--- src/rtl/low_power_control_unit.sv ---
//------------------------------------------------------------------------------
// low_power_control_unit
//
// Registered instruction-decode control unit for a 4-bit-opcode datapath.
// The control word is decoded combinationally from the opcode. It is captured
// into the output flops only on cycles where valid is high. On idle or bubble
// cycles the flops are not enabled, so the control lines stay quiet.
//
// Ports:
//   clk        in   1  system clock, rising edge
//   rst_n      in   1  synchronous reset, active-low (priority over valid)
//   opcode     in   4  instruction opcode, sampled only when valid=1
//   valid      in   1  1 = decode and load outputs, 0 = hold outputs
//   reg_write  out  1  register-file write enable
//   mem_read   out  1  data-memory read enable
//   mem_write  out  1  data-memory write enable
//   alu_src    out  1  ALU operand B select (0 = register, 1 = immediate)
//   alu_op     out  3  ALU operation code
//   branch     out  1  conditional-branch instruction
//   jump       out  1  unconditional-jump instruction
//------------------------------------------------------------------------------
module low_power_control_unit (
    input  logic       clk,
    input  logic       rst_n,
    input  logic [3:0] opcode,
    input  logic       valid,
    output logic       reg_write,
    output logic       mem_read,
    output logic       mem_write,
    output logic       alu_src,
    output logic [2:0] alu_op,
    output logic       branch,
    output logic       jump
);

    // ALU operation encodings; 3'b111 is reserved and never produced.
    localparam logic [2:0] ALU_ADD = 3'b000;
    localparam logic [2:0] ALU_SUB = 3'b001;
    localparam logic [2:0] ALU_AND = 3'b010;
    localparam logic [2:0] ALU_OR  = 3'b011;
    localparam logic [2:0] ALU_XOR = 3'b100;
    localparam logic [2:0] ALU_SLL = 3'b101;
    localparam logic [2:0] ALU_SRL = 3'b110;

    // Packed control word layout:
    // {reg_write, mem_read, mem_write, alu_src, alu_op[2:0], branch, jump}
    logic [8:0] ctrl_s;
    logic [8:0] ctrl_r;

    // Opcode decode; undefined opcodes fall into the all-zero (NOP) word.
    always_comb begin
        ctrl_s = 9'b0_0_0_0_000_0_0;
        case (opcode)
            4'b0000: ctrl_s = {1'b0, 1'b0, 1'b0, 1'b0, ALU_ADD, 1'b0, 1'b0}; // NOP
            4'b0001: ctrl_s = {1'b1, 1'b0, 1'b0, 1'b0, ALU_ADD, 1'b0, 1'b0}; // ADD
            4'b0010: ctrl_s = {1'b1, 1'b0, 1'b0, 1'b0, ALU_SUB, 1'b0, 1'b0}; // SUB
            4'b0011: ctrl_s = {1'b1, 1'b0, 1'b0, 1'b0, ALU_AND, 1'b0, 1'b0}; // AND
            4'b0100: ctrl_s = {1'b1, 1'b0, 1'b0, 1'b0, ALU_OR,  1'b0, 1'b0}; // OR
            4'b0101: ctrl_s = {1'b1, 1'b0, 1'b0, 1'b0, ALU_XOR, 1'b0, 1'b0}; // XOR
            // LOAD: address is reg + imm, so the ALU adds with the immediate.
            4'b0110: ctrl_s = {1'b1, 1'b1, 1'b0, 1'b1, ALU_ADD, 1'b0, 1'b0};
            // STORE: same address computation, no register writeback.
            4'b0111: ctrl_s = {1'b0, 1'b0, 1'b1, 1'b1, ALU_ADD, 1'b0, 1'b0};
            // BRANCH: operands are compared by subtraction.
            4'b1000: ctrl_s = {1'b0, 1'b0, 1'b0, 1'b0, ALU_SUB, 1'b1, 1'b0};
            4'b1001: ctrl_s = {1'b0, 1'b0, 1'b0, 1'b0, ALU_ADD, 1'b0, 1'b1}; // JUMP
            4'b1010: ctrl_s = {1'b1, 1'b0, 1'b0, 1'b0, ALU_SLL, 1'b0, 1'b0}; // SLL
            4'b1011: ctrl_s = {1'b1, 1'b0, 1'b0, 1'b0, ALU_SRL, 1'b0, 1'b0}; // SRL
            default: ctrl_s = 9'b0_0_0_0_000_0_0;                             // undefined
        endcase
    end

    // Control-word register: reset clears it, valid acts as the load enable,
    // otherwise it holds (the opcode is never looked at while valid is low).
    always_ff @(posedge clk) begin
        if (!rst_n) begin
            ctrl_r <= 9'b0_0_0_0_000_0_0;
        end else if (valid) begin
            ctrl_r <= ctrl_s;
        end else begin
            ctrl_r <= ctrl_r;
        end
    end

    assign reg_write = ctrl_r[8];
    assign mem_read  = ctrl_r[7];
    assign mem_write = ctrl_r[6];
    assign alu_src   = ctrl_r[5];
    assign alu_op    = ctrl_r[4:2];
    assign branch    = ctrl_r[1];
    assign jump      = ctrl_r[0];

endmodule

--- config.mk ---
export PLATFORM = sky130hd
export DESIGN_NAME = low_power_control_unit
export DESIGN_NICKNAME = d
export VERILOG_FILES = /design/src/rtl/low_power_control_unit.sv
export SDC_FILE = /design/constraint.sdc
export NUM_CORES = 1
export LEC_CHECK = 0
export CAP_MARGIN = 20
export CORE_MARGIN = 4
export CORE_UTILIZATION = 30
export DETAILED_ROUTE_END_ITERATION = 10
export PLACE_DENSITY_LB_ADDON = 0.12
export SYNTH_ARGS = -nofsm -noshare
export SYNTH_HDL_FRONTEND = slang
export SYNTH_SLANG_ARGS = --single-unit
export TNS_END_PERCENT = 20
--- constraint.sdc ---
create_clock -name clk -period 0.9 [get_ports clk]
set_input_delay 0.225 -clock clk [delete_from_list [all_inputs] [get_ports clk]]
set_output_delay 0.225 -clock clk [all_outputs]
set_load 0.05 [all_outputs]
==> flow_summary.toml <==
[critical_path]
worstPathArrival_ps = 750
r2r-start = "ctrl_r[8]$_SDFFE_PN0P_"
start_kind = "register"
crit_fanout = 2
worstPathCellList = "buf_12"
crit_buf_inv = 1
critPathKind = "register to output port"
worst_path_max_delay_cell = "dfxtp_2"
end_kind = "output port"
cp.required_ps = 670
cp_top_family = "flip-flops"
reg2reg_depth = 3
max_stage_delay_ps = 350
crit_path_start = "ctrl_r[3]$_SDFFE_PN0P_"
r2r_slack_ps = 170
cp-endpoint = "alu_op[1]"
r2r_end = "ctrl_r[8]$_SDFFE_PN0P_"
cp.depth = 1

[clocking]
clock_path_buffers = 2
htree_num_levels = 1
clkTransAtPathRegs_ps = 60
cts_root_buf = "clkbuf_4"
numCtsBuffers = 3
cts_hold_buf = 0
clock_latency_ps = 260
cts_tree = "built"
clock_sinks = 9

[synth]
syn_area_sq_um = 432.9
synth_fp_nets = 59
synthDistinctLibCells = 25
synth-main-ff-cell = "dfxtp_1"
syn_inst = 52
async_flop_share = 0
synth-edff-count = 0
synth_top_area_share = 0.4162
synth.avg_cell_area_sq_um = 8.325
yosys.area.top_type = "dfxtp_1"
yosys-top-cells-area = "dfxtp_1 42%, a21boi_1 6.9%, nand2b_1 5.8%"
synth-seq-cells = 9
yosys_warnings = 0
synth-seq-area-share = 0.4162

[hold_path]
min_path_type = "input port to register"
hold_path_depth = 2

[floorplan]
die-height_um = 45.99
fp.dieW_um = 45.99
initial_core_util = 0.3246
core_area_sq_um = 1334
fp-row-count = 13
io_pins = 16
dieArea_sq_um = 2115

[route]
firstDrtPassIters = 4
drt_iter0_drc = 7
drt-vias-per-instance = 5.077
wl_per_cell_um = 11.68
ant_nets = 0
drc = 0
routed_wl_mm = 1.063
vias = 462

[finish]
drive_gt1_frac = 0.4079
layoutNonFillerInstCount = 91
fin_nets = 84
largest_register_ffs = 9
reg_top3 = "ctrl_r (9)"
antenna_cells = 0
area_delta_synth_final_pct = 79.77
top_register = "ctrl_r"

[timing]
finClkSkew_ps = 0
rsz0062_at_grt = "yes"
worst-slew-pin-transition_ps = 247.8
hold_viol_final = 0
setup_viol = 9
worst_slack_ps = -75.46
finalMaxSlewViolations = 0
fin_crit_sh = 1.084
clock.fmax_mhz = 1025
relSlewSlack = 0.8348
min_period_ps = 975.5
tns_ps = -638.1

[grt]
grt_usage = 0.1227
grt_max_degree = 10
grt_pass1_wl_mm = 1.704
grt_pass1_vias = 388
overflow = 0
grt_antenna_before_repair = 0

[placement]
dp_hpwl_um = 754.7
place_inst = 86
place.gp.congestion = 0.7922
io_buffers = 15

[run]
max_cap_viol_count = 0

[outcome]
status = "finished, violations left"
violations = "negative setup slack"

[power]
p_per_area_nw_per_um2 = 1259
total_power_uw = 980.2
p_leak_nw = 0.3226
ir_worst_vdd_mv = 0.9633
-- where the power goes --
group	leakage (nW)	internal (mW)	switching [mW]
clock	0.0150	0.171	0.142
combinational	0.230	0.121	0.115
sequential	0.0773	0.416	0.0144
-- synthesized netlist by cell type, types with 2 or more instances --
cell	n
nand2_1	2
inv_1	2
buf_2	3
nand3b_1	3
dfxtp_1	9
nor2_1	4
nor2b_1	2
nand2b_1	4
a21boi_1	4
o21ai_0	2
nand3_1	2
o21ai_1	2
-- worst min-delay path by stage --
| stage | slack, ps | to | from |
|---|---|---|---|
| 3_5_place_dp | 500 | ctrl_r[0]$_SDFFE_PN0P_ | ctrl_r[0]$_SDFFE_PN0P_ |
| 2_1_floorplan | 390 | ctrl_r[6]$_SDFFE_PN0P_ | opcode[0] |
| 6_report | 440 | ctrl_r[8]$_SDFFE_PN0P_ | rst_n |
| 3_3_place_gp | 500 | ctrl_r[1]$_SDFFE_PN0P_ | ctrl_r[1]$_SDFFE_PN0P_ |
| 5_1_grt | 460 | ctrl_r[8]$_SDFFE_PN0P_ | rst_n |
| 4_1_cts | 430 | ctrl_r[8]$_SDFFE_PN0P_ | rst_n |
-- repair_timing --
item                                    4_1_cts  5_1_grt
endpoints found under the setup margin       18       11
setup buffers                                 0        1
pin swaps                                     0        1
resized for setup                            15        2
-- logic make-up after synthesis --
group	after synthesis	synth area share
compound gates	13	0.1966
xor+xnor	1	0.02023
buf+inv	6	0.06068
flops	9	0.4162
simple gates	23	0.3064
-- metal layers --
metal,up-vias,share of wire,track usage
li1,229,-,-
met5,-,0,0
met4,0,0.035,0.08523
met3,6,0.085,0.05929
met1,212,0.39,0.1218
met2,15,0.49,0.1978
-- placed cells by master, fill, tap and decap left out --
cell type        n
o21ai_0          2
clkbuf_1         1
a41o_1           1
o22ai_1          1
nand4b_1         1
nand4_1          1
nor2_2           1
nor2_1           3
o21ai_1          2
nor3_1           1
dfxtp_2          9
nand2_1          2
clkdlybuf4s15_1  1
buf_12           9
a22oi_1          1
xor2_1           1
clkbuf_4         3
a21oi_1          1
a21boi_1         4
nor2b_1          2
nand3_1          2
and3_1           1
nand3b_1         3
dlygate4sd2_1    5
buf_4            8
and2b_1          1
a31oi_1          1
inv_1            2
nand2b_1         4
and2_1           1
buf_6            1
-- final cells by class --
cell class                      instances  area [sq um]
Clock buffer                            4         26.28
Fill cell                             129         555.5
Inverter                                2         7.507
Multi-Input combinational cell         37         229.0
Sequential cell                         9         191.4
Tap cell                               15         18.77
Timing Repair Buffer                   24         305.3
-- metrics by stage --
step	area (sq um)	util	hold slack (ps)	worst slack [ps]
5_1_grt	778.2	0.5835	457.6	-118.4
4_1_cts	767.0	0.5750	434.8	-91.50
2_1_floorplan	434.2	-	387.8	-30.79
3_3_place_gp	734.5	0.5507	495.8	-454.6
3_5_place_dp	734.5	0.5507	495.2	-488.1
6_report	778.2	0.5835	441.5	-75.46
No activity file was read; power rests on OpenSTA's default activity.
